--- src/rtl/dma_ci_frontend.sv ---
// Custom-instruction front end for the bus-master DMA: config register decode,
// single-word scratch SRAM access and the DMA start/status handshake.
//
// state      | meaning
// ST_IDLE    | accepting CIs; register, control and SRAM-write CIs complete here
// ST_RD_WAIT | SRAM read address issued, waiting out the remaining read latency
// ST_RD_DONE | memRdata valid; done pulses with the read word
module dma_ci_frontend #(
  parameter logic [7:0] customId    = 8'h00,
  parameter int         MEM_LATENCY = 1
) (
  input  logic        clock,
  input  logic        reset,
  input  logic        start,
  input  logic [7:0]  ciN,
  input  logic [31:0] valueA,
  input  logic [31:0] valueB,
  output logic        done,
  output logic [31:0] result,
  output logic [8:0]  memAddr,
  output logic        memWe,
  output logic [31:0] memWdata,
  input  logic [31:0] memRdata,
  output logic [31:0] bAddrOut,
  output logic [8:0]  mAddrOut,
  output logic [9:0]  blockSOut,
  output logic [7:0]  burstSOut,
  output logic [1:0]  controlOut,
  output logic        dmaStart,
  input  logic [3:0]  dmaStatusIn
);

  typedef enum logic [1:0] {ST_IDLE, ST_RD_WAIT, ST_RD_DONE} state_e;

  localparam logic [2:0] FN_SRAM   = 3'd0;
  localparam logic [2:0] FN_BADDR  = 3'd1;
  localparam logic [2:0] FN_MADDR  = 3'd2;
  localparam logic [2:0] FN_BLOCKS = 3'd3;
  localparam logic [2:0] FN_BURSTS = 3'd4;
  localparam logic [2:0] FN_CTRL   = 3'd5;
  localparam logic [1:0] WAIT_INIT = 2'(MEM_LATENCY - 1);

  state_e      state_q, state_d;
  logic [1:0]  wait_cnt_q, wait_cnt_d;
  logic [31:0] b_addr_q, b_addr_d;
  logic [8:0]  m_addr_q, m_addr_d;
  logic [9:0]  block_s_q, block_s_d;
  logic [7:0]  burst_s_q, burst_s_d;
  logic [1:0]  control_q, control_d;
  logic        dma_start_q, dma_start_d;
  logic        busy_q, busy_d;
  logic        seen_active_q, seen_active_d;
  logic        err_sticky_q, err_sticky_d;
  logic [8:0]  mem_addr_q, mem_addr_d;

  logic [2:0]  fn;
  logic        wr_en;
  logic        accept;
  logic        cfg_wr;
  logic        ctrl_go;
  logic        unused_ok;

  assign fn        = valueA[12:10];
  assign wr_en     = valueA[9];
  assign accept    = start && (ciN == customId) && (state_q == ST_IDLE);
  assign cfg_wr    = accept && wr_en && !busy_q;
  assign ctrl_go   = (valueB[1:0] == 2'b01) || (valueB[1:0] == 2'b10);
  assign unused_ok = ^valueA[31:13];

  always_ff @(posedge clock) begin
    if (reset) begin
      state_q    <= ST_IDLE;
      wait_cnt_q <= '0;
    end else begin
      state_q    <= state_d;
      wait_cnt_q <= wait_cnt_d;
    end
  end

  always_comb begin
    state_d    = state_q;
    wait_cnt_d = wait_cnt_q;
    case (state_q)
      ST_IDLE: begin
        if (accept && (fn == FN_SRAM) && !wr_en) begin
          state_d    = ST_RD_WAIT;
          wait_cnt_d = WAIT_INIT;
        end
      end
      ST_RD_WAIT: begin
        if (wait_cnt_q == 2'd0) state_d = ST_RD_DONE;
        else                    wait_cnt_d = wait_cnt_q - 2'd1;
      end
      ST_RD_DONE: state_d = ST_IDLE;
      default:    state_d = ST_IDLE;
    endcase
  end

  always_ff @(posedge clock) begin
    if (reset) begin
      b_addr_q      <= '0;
      m_addr_q      <= '0;
      block_s_q     <= '0;
      burst_s_q     <= '0;
      control_q     <= '0;
      dma_start_q   <= 1'b0;
      busy_q        <= 1'b0;
      seen_active_q <= 1'b0;
      err_sticky_q  <= 1'b0;
      mem_addr_q    <= '0;
    end else begin
      b_addr_q      <= b_addr_d;
      m_addr_q      <= m_addr_d;
      block_s_q     <= block_s_d;
      burst_s_q     <= burst_s_d;
      control_q     <= control_d;
      dma_start_q   <= dma_start_d;
      busy_q        <= busy_d;
      seen_active_q <= seen_active_d;
      err_sticky_q  <= err_sticky_d;
      mem_addr_q    <= mem_addr_d;
    end
  end

  always_comb begin
    b_addr_d      = b_addr_q;
    m_addr_d      = m_addr_q;
    block_s_d     = block_s_q;
    burst_s_d     = burst_s_q;
    control_d     = control_q;
    dma_start_d   = 1'b0;
    busy_d        = busy_q;
    seen_active_d = seen_active_q;
    err_sticky_d  = err_sticky_q;
    mem_addr_d    = (accept && (fn == FN_SRAM)) ? valueA[8:0] : mem_addr_q;

    if (dmaStatusIn == 4'd7) err_sticky_d = 1'b1;

    // Status is still 0 in the dmaStart cycle, so only clear busy once the DMA was seen active.
    if (busy_q) begin
      if (dmaStatusIn != 4'd0) begin
        seen_active_d = 1'b1;
      end else if (seen_active_q) begin
        busy_d        = 1'b0;
        seen_active_d = 1'b0;
        control_d     = 2'b00;
      end
    end

    if (cfg_wr) begin
      case (fn)
        FN_BADDR:  b_addr_d  = valueB;
        FN_MADDR:  m_addr_d  = valueB[8:0];
        FN_BLOCKS: block_s_d = valueB[9:0];
        FN_BURSTS: burst_s_d = valueB[7:0];
        FN_CTRL: begin
          if (ctrl_go) begin
            control_d     = valueB[1:0];
            dma_start_d   = 1'b1;
            busy_d        = 1'b1;
            seen_active_d = 1'b0;
            err_sticky_d  = 1'b0;
          end else begin
            control_d     = 2'b00;
          end
        end
        default: ;
      endcase
    end
  end

  // Writes return 0 as their result; only reads carry data.
  always_comb begin
    done     = 1'b0;
    result   = '0;
    memWe    = 1'b0;
    memWdata = '0;
    memAddr  = mem_addr_q;
    if (state_q == ST_RD_DONE) begin
      done   = 1'b1;
      result = memRdata;
    end else if (accept) begin
      done = (fn != FN_SRAM) || wr_en;
      case (fn)
        FN_SRAM: begin
          memAddr = valueA[8:0];
          if (wr_en) begin
            memWe    = 1'b1;
            memWdata = valueB;
          end
        end
        FN_BADDR:  if (!wr_en) result = b_addr_q;
        FN_MADDR:  if (!wr_en) result = {23'd0, m_addr_q};
        FN_BLOCKS: if (!wr_en) result = {22'd0, block_s_q};
        FN_BURSTS: if (!wr_en) result = {24'd0, burst_s_q};
        FN_CTRL:   if (!wr_en) result = {26'd0, err_sticky_q, busy_q, dmaStatusIn};
        default: ;
      endcase
    end
  end

  assign bAddrOut   = b_addr_q;
  assign mAddrOut   = m_addr_q;
  assign blockSOut  = block_s_q;
  assign burstSOut  = burst_s_q;
  assign controlOut = control_q;
  assign dmaStart   = dma_start_q;

endmodule
--- config.mk ---
export PLATFORM = sky130hd
export DESIGN_NAME = dma_ci_frontend
export DESIGN_NICKNAME = d
export VERILOG_FILES = /design/src/rtl/dma_ci_frontend.sv
export SDC_FILE = /design/constraint.sdc
export NUM_CORES = 1
export LEC_CHECK = 0
export BUFFER_PORTS_ARGS = -buffer_cell sky130_fd_sc_hd__buf_2
export CAP_MARGIN = 10
export CORE_MARGIN = 2
export CORE_UTILIZATION = 43
export DETAILED_ROUTE_END_ITERATION = 16
export PLACE_DENSITY = 0.89
export SLEW_MARGIN = 20
export SYNTH_ARGS = -nofsm -noshare
export SYNTH_HDL_FRONTEND = slang
export SYNTH_SLANG_ARGS = --single-unit
--- constraint.sdc ---
create_clock -name clock -period 2.52 [get_ports clock]
set_input_delay 0.252 -clock clock [delete_from_list [all_inputs] [get_ports clock]]
set_output_delay 0.252 -clock clock [all_outputs]
set_load 0.02 [all_outputs]
# Word-level counts from Yosys, hierarchy flattened
# Index checks and enable logic that the tools add are counted.
# totals
regBits,78
in_bits,111
out_inout_bits,137
# classes
addsub,1
eq_ne,13
mux,49
bitwise_logic,2
n_reduce_logical,24
# ops
operator,n
$mux 32,7
$pmux 32 s5,1
$mux 9,4
$mux 1,22
$mux 2,10
$mux 10,1
$reduce_and 2->1,5
$logic_not 8->1,1
$mux 8,1
$pmux 2 s2,2
$eq 3x2->1 const B,2
$eq 3x3->1 const B,2
$logic_and 1x1->1,6
$mux 6,1
$eq 2x1->1 const B,2
$eq 2x2->1 const B,2
$eq 4x3->1 const B,1
$logic_not 2->1,2
$ne 2x2->1 const B,2
$reduce_bool 4->1,1
$eq 3x1->1 const B,1
$logic_not 3->1,1
$reduce_and 3->1,1
$reduce_bool 3->1,1
other kinds (7),10

# Logic depth before layout (Yosys ltp)
# depth
ltp_word,7
mapped_depth,6

# Least setup slack after synthesis
# OpenSTA, ideal clock, no wires.
# synth_timing
path_type,register -> output
from,register state_q[1]
to,output result[0]
arrival_ns,1.969
required_time_ns,2.268
slack_ns,0.299
path_stages_with_launch,6
path_cell_list,dfxtp_1 nor4b_4 nand3_4 or3_1 buf_2 o21ai_0
# synth_between
elab_chain_cells,4
elab_cells_between_ends,5
# synth_lines
item,line,text
start: declaration,43,"state_e state_q, state_d;"
start signal: assignment,75,state_q <= state_d;
$logic_not 2->1,65,assign accept = start && (ciN == customId) && (state_q == ST_IDLE);
$logic_and 1x1->1,65,
$mux 32,182,end else if (accept) begin
$mux 32 (*),179,if (state_q == ST_RD_DONE) begin
end: declaration,19,"output logic [31:0] result,"
# Every way passes the cells marked *; elsewhere a longest branch is shown, timed or not.

# Final worst setup path
# layout_timing
from,register state_q[1]
to,output result[21]
# The elaborated chain is that of the path after synthesis.

==> impl_metrics.toml <==
[pwr]
irDropWorstVdd_mv = 0.272
powerDensity_nw_per_um2 = 464
leakage_nw = 2.71
power_w = 0.00255

[placed_design]
gp_congestion = 0.867
pre_cts_ws_ps = 338
port_buffers = 228
dp.cells = 799
dp_hpwl_um = 10100

[sta]
rsz0062_at_grt = "no"
setup_slack_ps = 124
worst_pin_slew_ps = 857
hold_viol = 0
tns_ps = 0
fin_crit_ps = 2400
max-slew-margin-rel_pct = 42.8
max_freq_ghz = 0.417
finalCritPeriodShare_pct = 95.1
skew_ps = 8.07
setup_viol = 0
slew_viol_final = 0

[global_route]
antenna_found_initial = 0
grt_max_degree = 47
grt_remaining_overflow = 0
grt_usage_pct = 25.6
grt_pass1_vias = 4330
grt_pass1_wl_um = 20500

[flow_run]
cap_violations = 0

[clocking]
cts_sinks = 78
worstSkewPairLatency_ps = 350
cts_tree = "built"
cts_buffers = 9
cts_root_buf = "clkbuf_8"
clock_path_buffers = 2
cts_max_level = 3
cts.reportedPaths.clkPinSlew_ps = 80

[route]
drt_iter0_drc = 303
viasPerCell = 5.62
drtPass1Iterations = 5
vias = 4581
drcViolationCount = 0
wl_um = 13500
wl_per_cell_um = 16.6
drtAntennaViolNets = 0

[final_layout]
areaGrowthSynthToFinish_pct = 39.1
stdcell_count = 815
diodes = 0
drive_gt1_share_pct = 41.2
fin_nets = 813

[die]
fp-row-count = 35
die-area_um2 = 9990
coreArea_um2 = 9060
die_w_um = 99.9
initial_utilization_pct = 43.7
die_h_um = 99.9
io_pins = 248

[yosys]
synth_ff_type = "dfxtp_1"
synth_top_cell_area_share_pct = 39.5
synth_area_per_cell_um2 = 8.31
ys_seq_area_share_pct = 39.5
synth-edff-count = 0
synth-seq-cells = 78
synth_nets = 590
synth_area_leaders = "dfxtp_1 39%, nand2_1 8.2%, a21oi_1 6.7%, a22o_1 5.5%, and2_1 5.2%"
synth_cell_types = 47
synthCells = 476
yosysWarnings = 0
synth_area_leader_cell = "dfxtp_1"
syn_area_um2 = 3960
ys_async_sr_fraction_pct = 0

[setup_path]
critPathMaxStageDelay_ps = 370
endpoint_kind = "primary output"
reg2regPathDepth = 5
path_cells = "nor4b_4 -> nand3_4 -> nor4_4 -> buf_4 -> a22o_1 -> buf_2"
slowest_stage = "dfxtp_1"
arrival_ps = 2140
crit_required_ps = 2270
cp-start-kind = "flip-flop"
worstSetupPathType = "reg -> out"
critical_path_peak_fanout = 22

[hold_path]
whs_path_depth = 3
min_path_type = "in -> reg"

[run_status]
outcome = "finished clean"
-- area by class of cell --
cell class / instances / area (µm²)
Timing Repair Buffer: 250 / 1320
Inverter: 6 / 22.5
Multi-Input combinational cell: 354 / 2220
Tap cell: 111 / 139
Clock buffer: 9 / 124
Fill cell: 766 / 3560
Sequential cell: 78 / 1560
Clock inverter: 7 / 120
-- worst max-delay path, delay by kind of cell, from the launching register on --
kind                   cells  cell delay (ps)
AND/OR/NAND/NOR            3              760
buffers and inverters      2              470
flip-flops                 1              370
AO/OA/AOI/OAI              1              200
-- layer usage --
layer  GRT usage, %  share of wire, %
met5              0                 0
met4           11.3               3.3
met3           6.75               8.9
met2           43.5                49
met1           30.4                39
-- stage by stage --
step	area (µm²)	hold slack, ps	utilization (%)
2_1_floorplan	3960	392	-
3_3_place_gp	5260	453	58.0
3_5_place_dp	5260	460	58.0
4_1_cts	5500	139	60.7
5_1_grt	5510	137	60.7
6_report	5510	154	60.7
-- timing repair --
item                       CTS  global route
resized for setup            0             1
setup endpoints to repair    0             6
buffers inserted             0             0
hold buffers                 0             0
-- placed cells by master (no fill, tap or decap), drive strengths merged, types with 2 or more instances in the layout --
master and n:
mux2i 17, buf 250, ha 3, a21oi 53
or3 5, bufinv 3, and4 2, dfxtp 78
a22o 25, nor4b 3, a22oi 3, nor2 13
and2 33, o31ai 2, clkbuf 9, o21ai 15
o211ai 2, inv 8, o22ai 5, nand3 21
nand2b 2, nor2b 13, nor4bb 3, o2bb2ai 2
mux2 12, nor3 5, nor4 6, nand4 5
a221oi 4, nand2 86, or3b 2
-- flip-flops by register name, indices dropped and copies added (netlist names) --
register       flops
bAddrOut          32
blockSOut         10
mAddrOut           9
mem_addr_q         9
burstSOut          8
controlOut         2
state_q            2
wait_cnt_q         2
busy_q             1
dmaStart           1
err_sticky_q       1
seen_active_q      1
-- worst paths after layout --
path / from / end / slack, ps
min: valueB[31] / bAddrOut[31]$_SDFFE_PP0P_ / 150
max reg2reg: state_q[1]$_SDFFE_PP0P_ / mem_addr_q[5]$_SDFFE_PP0P_ / 630
max: state_q[1]$_SDFFE_PP0P_ / result[21] / 120
min reg2reg: bAddrOut[10]$_SDFFE_PP0P_ / bAddrOut[10]$_SDFFE_PP0P_ / 470
-- kinds of logic (layout without fill, tap and decap cells) --
group | after synthesis | after routing | synth area share, %
mux | 29 | 29 | 7.71
buf+inv | 44 | 272 | 4.62
simple gates | 203 | 203 | 27.7
compound gates | 119 | 119 | 19.6
fa+ha+maj | 3 | 3 | 0.949
flops | 78 | 78 | 39.5
-- power by group --
part / internal (W) / leakage [nW] / total (W) / switching [W]
clock: 0.000663 / 0.120 / 0.00113 / 0.000464
sequential: 0.00123 / 0.628 / 0.00123 / 0.000000416
combinational: 0.0000819 / 1.96 / 0.000194 / 0.000112
total: 0.00198 / 2.71 / 0.00255 / 0.000577
-- cell usage after synthesis (4+ instances only) --
master    instances
a22o_1           25
nand2_1          86
clkbuf_1         22
inv_1             6
nor2b_1          13
nor2_1           13
mux2i_1          17
a221oi_1          4
or3_1             5
dfxtp_1          78
a21oi_1          53
nor4_1            4
and2_1           33
nand4_1           4
o22ai_1           5
buf_2            14
nand3_1          20
o21ai_0          15
mux2_2           12
nor3_1            5
Power figures use the tool's default switching activity.
